File: src/rtl/board_uart_tx.sv
// board_uart_tx: snapshots the 3x3 board, winner and current player on a
// send request and transmits it as a fixed UART 8N1 frame:
//   HEADER, 9 cell glyphs (row-major), status, XOR checksum.
// Optional macro BOARD_TX_CRLF_EN appends CR, LF after the checksum.
module board_uart_tx #(
    parameter int         CLKS_PER_BIT = 434,
    parameter logic [7:0] HEADER       = 8'hA5
) (
    input  logic                  clk,
    input  logic                  rst,
    input  logic                  send,
    input  logic [3:1][3:1][1:0]  board,
    input  logic [1:0]            winner,
    input  logic [1:0]            current_player,
    output logic                  tx,
    output logic                  busy,
    output logic                  done
);

    localparam int CNT_W = (CLKS_PER_BIT > 2) ? $clog2(CLKS_PER_BIT) : 1;
    localparam logic [CNT_W-1:0] BIT_LAST = CNT_W'(CLKS_PER_BIT - 1);

    // Index of the final byte of the frame; the checksum is always byte 11.
`ifdef BOARD_TX_CRLF_EN
    localparam logic [3:0] LAST_BYTE = 4'd13;
`else
    localparam logic [3:0] LAST_BYTE = 4'd11;
`endif
    localparam logic [3:0] CSUM_BYTE = 4'd11;

    typedef enum logic [2:0] {IDLE, START, DATA, STOP, DONE} state_t;

    state_t                 state, state_nxt;
    logic [CNT_W-1:0]       bit_cnt;
    logic [2:0]             bit_idx;
    logic [3:0]             byte_idx;
    logic [3:1][3:1][1:0]   snap_board;
    logic [1:0]             snap_winner;
    logic [1:0]             snap_player;
    logic [7:0]             csum;
    logic [7:0]             cur_byte;
    logic                   accept;
    logic                   bit_end;

    assign accept  = (state == IDLE) && send;
    assign bit_end = (bit_cnt == BIT_LAST);

    function automatic logic [7:0] cell_glyph(input logic [1:0] code);
        case (code)
            2'd0:    return 8'h2E;  // '.'
            2'd1:    return 8'h58;  // 'X'
            2'd2:    return 8'h4F;  // 'O'
            default: return 8'h3F;  // '?'
        endcase
    endfunction

    // State register
    always_ff @(posedge clk) begin
        if (!rst) state <= IDLE;
        else      state <= state_nxt;
    end

    // Next-state and line outputs; tx/busy/done are pure decodes of state
    always_comb begin
        state_nxt = state;
        tx        = 1'b1;
        busy      = 1'b0;
        done      = 1'b0;
        case (state)
            IDLE: begin
                if (send) state_nxt = START;
            end
            START: begin
                tx   = 1'b0;
                busy = 1'b1;
                if (bit_end) state_nxt = DATA;
            end
            DATA: begin
                tx   = cur_byte[bit_idx];
                busy = 1'b1;
                if (bit_end && bit_idx == 3'd7) state_nxt = STOP;
            end
            STOP: begin
                busy = 1'b1;
                if (bit_end) state_nxt = (byte_idx == LAST_BYTE) ? DONE : START;
            end
            DONE: begin
                done      = 1'b1;
                state_nxt = IDLE;
            end
            default: state_nxt = IDLE;
        endcase
    end

    // Bit-time, bit-index and byte-index counters
    always_ff @(posedge clk) begin
        if (!rst) begin
            bit_cnt  <= '0;
            bit_idx  <= '0;
            byte_idx <= '0;
        end else begin
            if (state == START || state == DATA || state == STOP)
                bit_cnt <= bit_end ? '0 : bit_cnt + 1'b1;
            else
                bit_cnt <= '0;
            // Wraps 7 -> 0 on its own, so it is ready for the next byte
            if (state == DATA && bit_end)
                bit_idx <= bit_idx + 3'd1;
            if (accept)
                byte_idx <= '0;
            else if (state == STOP && bit_end)
                byte_idx <= byte_idx + 4'd1;
        end
    end

    // Snapshot capture on accept; frozen for the rest of the frame
    always_ff @(posedge clk) begin
        if (!rst) begin
            snap_board  <= '0;
            snap_winner <= '0;
            snap_player <= '0;
        end else if (accept) begin
            snap_board  <= board;
            snap_winner <= winner;
            snap_player <= current_player;
        end
    end

    // Running checksum: folds in each byte as its stop bit completes
    always_ff @(posedge clk) begin
        if (!rst)
            csum <= '0;
        else if (accept)
            csum <= '0;
        else if (state == STOP && bit_end && byte_idx < CSUM_BYTE)
            csum <= csum ^ cur_byte;
    end

    // Byte currently on the wire, selected by byte index
    always_comb begin
        cur_byte = 8'hFF;
        case (byte_idx)
            4'd0:  cur_byte = HEADER;
            4'd1:  cur_byte = cell_glyph(snap_board[1][1]);
            4'd2:  cur_byte = cell_glyph(snap_board[1][2]);
            4'd3:  cur_byte = cell_glyph(snap_board[1][3]);
            4'd4:  cur_byte = cell_glyph(snap_board[2][1]);
            4'd5:  cur_byte = cell_glyph(snap_board[2][2]);
            4'd6:  cur_byte = cell_glyph(snap_board[2][3]);
            4'd7:  cur_byte = cell_glyph(snap_board[3][1]);
            4'd8:  cur_byte = cell_glyph(snap_board[3][2]);
            4'd9:  cur_byte = cell_glyph(snap_board[3][3]);
            4'd10: cur_byte = {2'b00, snap_winner, 2'b00, snap_player};
            4'd11: cur_byte = csum;
`ifdef BOARD_TX_CRLF_EN
            4'd12: cur_byte = 8'h0D;
            4'd13: cur_byte = 8'h0A;
`endif
            default: cur_byte = 8'hFF;
        endcase
    end

endmodule

File: config.mk
export PLATFORM = sky130hd
export DESIGN_NAME = board_uart_tx
export DESIGN_NICKNAME = d
export VERILOG_FILES = /design/src/rtl/board_uart_tx.sv
export SDC_FILE = /design/constraint.sdc
export NUM_CORES = 1
export LEC_CHECK = 0
export ABC_AREA = 0
export BUFFER_PORTS_ARGS = -buffer_cell sky130_fd_sc_hd__buf_4
export CAP_MARGIN = 25
export CORE_MARGIN = 5
export CORE_UTILIZATION = 50
export DETAILED_ROUTE_END_ITERATION = 8
export PLACE_DENSITY = 0.67
export SLEW_MARGIN = 25
export SYNTH_ARGS = -nofsm -noshare
export SYNTH_HDL_FRONTEND = slang
export SYNTH_SLANG_ARGS = --single-unit
File: constraint.sdc
create_clock -name clk -period 2.5 [get_ports clk]
set_input_delay 0.5 -clock clk [delete_from_list [all_inputs] [get_ports clk]]
set_output_delay 0.5 -clock clk [all_outputs]
set_load 0.03 [all_outputs]
## After elaboration in Yosys (flattened, before gate mapping)

Index checks and enable logic that the tools add are counted.

| cells by class | value |
|---|---|
| $add $sub $neg | 3 |
| multipliers | 0 |
| divide/modulo/power cells | 0 |
| magnitude comparators | 2 |
| equality and inequality tests | 39 |
| shifts and indexed selects | 0 |
| mux-type cells | 21 |
| bitwise gates (word level) | 3 |
| reductions and logical operators | 22 |

Operators with widths:

| cell | count |
|---|---|
| $pmux 7 s3 | 9 |
| $pmux 8 s12 | 1 |
| $eq 2x1->1 const B | 9 |
| $eq 2x2->1 const B | 9 |
| $logic_not 2->1 | 9 |
| $eq 4x3->1 const B | 4 |
| $eq 4x4->1 const B | 4 |
| $mux 3 | 5 |
| $pmux 3 s4 | 1 |
| $add 9x1->9 const B | 1 |
| $eq 9x9->1 const B | 1 |
| $eq 4x2->1 const B | 2 |
| $ne 2x2->1 const B | 4 |
| $xor 8x8->8 | 1 |
| $eq 3x2->1 const B | 2 |
| $eq 3x3->1 const B | 2 |
| $reduce_or 3->1 | 2 |
| $logic_and 1x1->1 | 5 |
| $add 4x1->4 const B | 1 |
| $eq 4x1->1 const B | 1 |
| $logic_not 4->1 | 1 |
| $lt 3x4->1 const B | 1 |
| $lt 4x4->1 const B | 1 |
| $reduce_and 4->1 | 1 |
| 9 further kinds | 13 |

| word-level totals | value |
|---|---|
| flip-flop bits (word level) | 49 |
| bits in latches | 0 |
| RAM bits | 0 |
| bits in read-only memories | 0 |
| word-level logic and storage cells | 106 |
| memories kept | 0 |

## Depth between registers and ports, before layout

| logic depth | value |
|---|---|
| depth after elaboration | 6 |
| gate-level depth with buffers | 9 |

## Worst setup path before layout

No wires, ideal clock.

| timing path | value |
|---|---|
| path type | register -> output |
| start point | reg byte_idx[3] |
| end point | out tx |
| arrival | 2.155 ns |
| required time | 2.000 ns |
| slack | -0.155 ns |
| cell stages (with the launch flop) | 9 |
| buffers on the path | 3 |
| cells stage by stage | dfxtp_1 clkbuf_1 buf_2 clkbuf_1 nor2_1 a221oi_1 nor3_1 a211o_1 a22oi_1 |

| on the way | value |
|---|---|
| word-level cells in the longest chain between the ends | 5 |

Ends and longest elaborated chain:

| item | RTL line | source |
|---|---|---|
| from (decl) | 36 | `logic [3:0] byte_idx;` |
| from (signal assigned) | 112 | `byte_idx <= byte_idx + 4'd1;` |
| $eq 4x4->1, or another cell as far along | 142 | `case (byte_idx)` |
| $pmux 8 s12 (*) | 142 |  |
| $bmux 1 s3 (*) | 79 | `tx = cur_byte[bit_idx];` |
| $mux 1 (implied by the code) (*) | 79 |  |
| $pmux 1 s2 (*) | 69 | `case (state)` |
| to (decl) | 15 | `output logic tx,` |

Every way passes the cells marked *; elsewhere a longest branch is shown, timed or not. The select of a mux whose other input is x is not followed.

## Worst setup path after layout

| timing path | value |
|---|---|
| start point | reg byte_idx[0] |
| end point | out tx |

The elaborated chain is that of the path after synthesis.

==> qor.yml <==
run_status:
  status: "finished with violations"
  violations: "setup timing"
timing:
  min_period_ns: 2.86
  layout_setup_ws_ns: -0.357
  setup-violations-final: 1
  hold_viol_final: 0
  fmax_ghz: 0.350
  finalCritPeriodShare_pct: 114
  rsz0062_at_grt: "true"
  slew_violations: 0
  slew-limit-headroom_pct: 74.6
  fin_skew_ns: 0.00798
  worstMarginPinSlew_ns: 0.381
  fin_tns_setup_ns: -0.357
floorplanning:
  dieArea_um2: 8600
  start_util_pct: 50.9
  io-pin-count: 28
  die_x_um: 92.7
  die_y_um: 92.7
  rows: 30
  coreArea_um2: 6720
setup_path:
  worstReg2RegEnd: "byte_idx[3]"
  worstSetupPathType: "reg -> out"
  cp_max_fo: 8
  slowest_delay_ns: 0.38
  rr_worst_depth: 5
  startpoint_type: "flop"
  cp_top_family: "compound AO/OA/AOI/OAI gates"
  arrival_ns: 2.36
  worstPathRequired_ns: 2.00
  ff2ff_setup_slack_ns: 0.27
  timing.critical_path.cells: "clkinvlp_4, ha_4, buf_6, a22oi_2, a21oi_2, a311oi_2, o221ai_1, a21oi_1, a22oi_2, buf_6"
  r2r_start: "bit_cnt[2]"
  cp_slowest_cell: "dfxtp_4"
  path_buf_inv: 3
  critPathCaptureType: "output port"
cts:
  htreeDepth: 2
  clock_sinks: 49
  clk_latency_ns: 0.32
  clk_pin_slew_ns: 0.10
  cts_max_path_buffers: 2
  hold_buffers: 0
  cts_tree: "built"
  root_buffer: "clkbuf_8"
  numCtsBuffers: 5
min_path:
  min_path_cells: 3
  hold_end: "snap_board[3]"
  hold_path.class: "in -> reg"
  hold_path.startpoint: "board[3]"
final_layout:
  fillers: 568
  diodes: 0
  stdcell_area_um2: 4410
  post_route_cells_drive_above_1_share_pct: 26.6
  syn_to_final_growth_pct: 28.9
  nets: 571
synth:
  syn_nets: 498
  synth-edff-count: 0
  synthArstFlopShare_pct: 0
  synth_seq_area_share_pct: 28.7
  ys_ff_latch: 49
  synth_top_area_share_pct: 28.7
  ys_warn_count: 0
  synth_area_leaders: "dfxtp_1 (29%), ha_1 (20%), nand2_1 (6.5%)"
  syn_area_um2: 3420
  yosysUniqueCellTypes: 57
  synth-main-ff-cell: "dfxtp_1"
  synthCells: 419
  synth_top_area_cell: "dfxtp_1"
  synth_area_per_cell_um2: 8.17
route:
  routed_via_density: 5.45
  drt_wl_total_um: 8180
  drtPass1Iterations: 5
  drc: 0
  ant_nets: 0
  drt_iter0_markers: 210
  num_vias: 3120
  wire_per_inst_um: 14.3
power:
  irDropWorstVdd_mv: 0.259
  p_leak_nw: 1.86
  powerDensity_nw_per_um2: 347
global_route:
  grt_pass1_wl_um: 14000
  grt_pass1_vias: 2930
  grt_max_degree: 29
  antenna_found_initial: 0
  grt-ovfl-total: 0
  grt_usage_pct: 20.0
run:
  drv_cap: 0
placement:
  hpwl_um: 6190
  dpl_cell_area_um2: 4110
  gp_congestion: 0.940
  portBuffers: 27
## worst register-to-register path, cell delays in order, from the launching register on
cell and delay, ns:
dfxtp_1 0.36, or4b_1 0.54, or4_1 0.59, buf_4 0.21, or3_1 0.34, a21oi_1 0.13
## cells in the mapped netlist (all sizes together) (2+ instances only)
master and n:
a21boi 22, or3 4, inv 30, a21o 2, o31ai 2, a221oi 4, o21bai 2, xnor2 8
nand4 3, nand3 9, nand2 59, o221ai 2, a211o 2, dfxtp 49, mux2i 4, nor3 3
nand2b 10, a311oi 3, and2 2, nor4 2, nand3b 2, ha 54, a31oi 4, nor2 32
o21ai 25, nor2b 8, clkbuf 20, a22oi 8, buf 2, a21oi 13, xor2 9
## power breakdown
part | internal, W | total, W | switching, W
Combinational | 0.000110 | 0.000225 | 0.000116
Clock | 0.000198 | 0.000490 | 0.000292
Sequential | 0.000802 | 0.000818 | 0.0000162
## flip-flops by register name, summed over array words and instances (netlist names)
name / flops
snap_winner: 2
csum: 8
bit_idx: 3
byte_idx: 4
snap_player: 2
state: 3
snap_board: 18
bit_cnt: 9
## worst max path at each step
stage,from,to,slack [ns],cells after the start
after floorplan,byte_idx[0],tx,0.005,8
after global placement,byte_idx[0],tx,-0.13,10
after detailed placement,byte_idx[0],tx,-0.23,8
after CTS,byte_idx[0],tx,-0.34,10
after global routing,byte_idx[0],tx,-0.43,10
final,byte_idx[0],tx,-0.36,10
## kinds of logic (layout without fill, tap and decap cells)
family	after synthesis	count (layout)	synth area share, %
AOI/OAI and AO/OA	101	101	20.3
xor gates and xnor gates	17	17	4.35
muxes	4	4	1.17
and+or+nand+nor	142	142	19.8
adders and majority gates	54	54	19.7
DFF	49	49	28.7
buffers and inverters	52	126	5.96
## metrics by stage
| step | std cells | hold slack [ns] | setup WS (ns) | total power (W) | utilization, % |
|---|---|---|---|---|---|
| after floorplan | 419 | 0.441 | 0.00532 | 0.000952 | - |
| after global placement | 563 | 0.461 | -0.134 | 0.00105 | 61.2 |
| after detailed placement | 563 | 0.470 | -0.230 | 0.00105 | 61.2 |
| after CTS | 572 | 0.414 | -0.343 | 0.00154 | 64.9 |
| after global routing | 573 | 0.416 | -0.432 | 0.00161 | 65.7 |
| final | 573 | 0.417 | -0.357 | 0.00153 | 65.7 |
## routing by layer
layer	wire (um)	track usage (%)	share of wire [%]	up-vias
li1	-	-	-	1562
met1	3830	25.9	47	1489
met2	3960	34.4	48	59
met3	287	2.84	3.5	10
met4	107	5.86	1.3	0
met5	0	0	0	-
## cells in the final DEF, fill, tap and decap left out, types with 3 or more instances in the layout
| cell | count |
|---|---|
| nand2b_1 | 9 |
| nand3_1 | 9 |
| nor2b_1 | 7 |
| ha_4 | 5 |
| o21ai_0 | 17 |
| clkinvlp_4 | 3 |
| xor2_1 | 9 |
| dfxtp_1 | 46 |
| a21oi_1 | 11 |
| nand4_1 | 3 |
| a221oi_2 | 3 |
| inv_1 | 28 |
| or3_1 | 4 |
| a21boi_1 | 8 |
| a21boi_0 | 14 |
| ha_1 | 49 |
| mux2i_1 | 4 |
| clkbuf_8 | 5 |
| nand2_1 | 59 |
| o21ai_1 | 7 |
| buf_4 | 83 |
| a22oi_2 | 6 |
| buf_6 | 3 |
| a31oi_1 | 3 |
| nor2_1 | 32 |
| xnor2_1 | 8 |
## area by class of cell
class / instances / area, um^2 / share of cell area, %
Multi-Input combinational cell: 318 / 2430 / 55.0
Sequential cell: 49 / 987 / 22.4
Timing Repair Buffer: 88 / 697 / 15.8
Inverter: 30 / 116 / 2.64
Tap cell: 80 / 100 / 2.27
Clock buffer: 6 / 72.6 / 1.64
Clock inverter: 2 / 15.0 / 0.340
## timing repair
action                     in CTS  in global routing
setup buffers                   1                  1
setup endpoints to repair       1                  1
pin swaps                      11                  9
gates resized for setup        30                  9
Note: power is estimated with default switching activity, not from simulation.
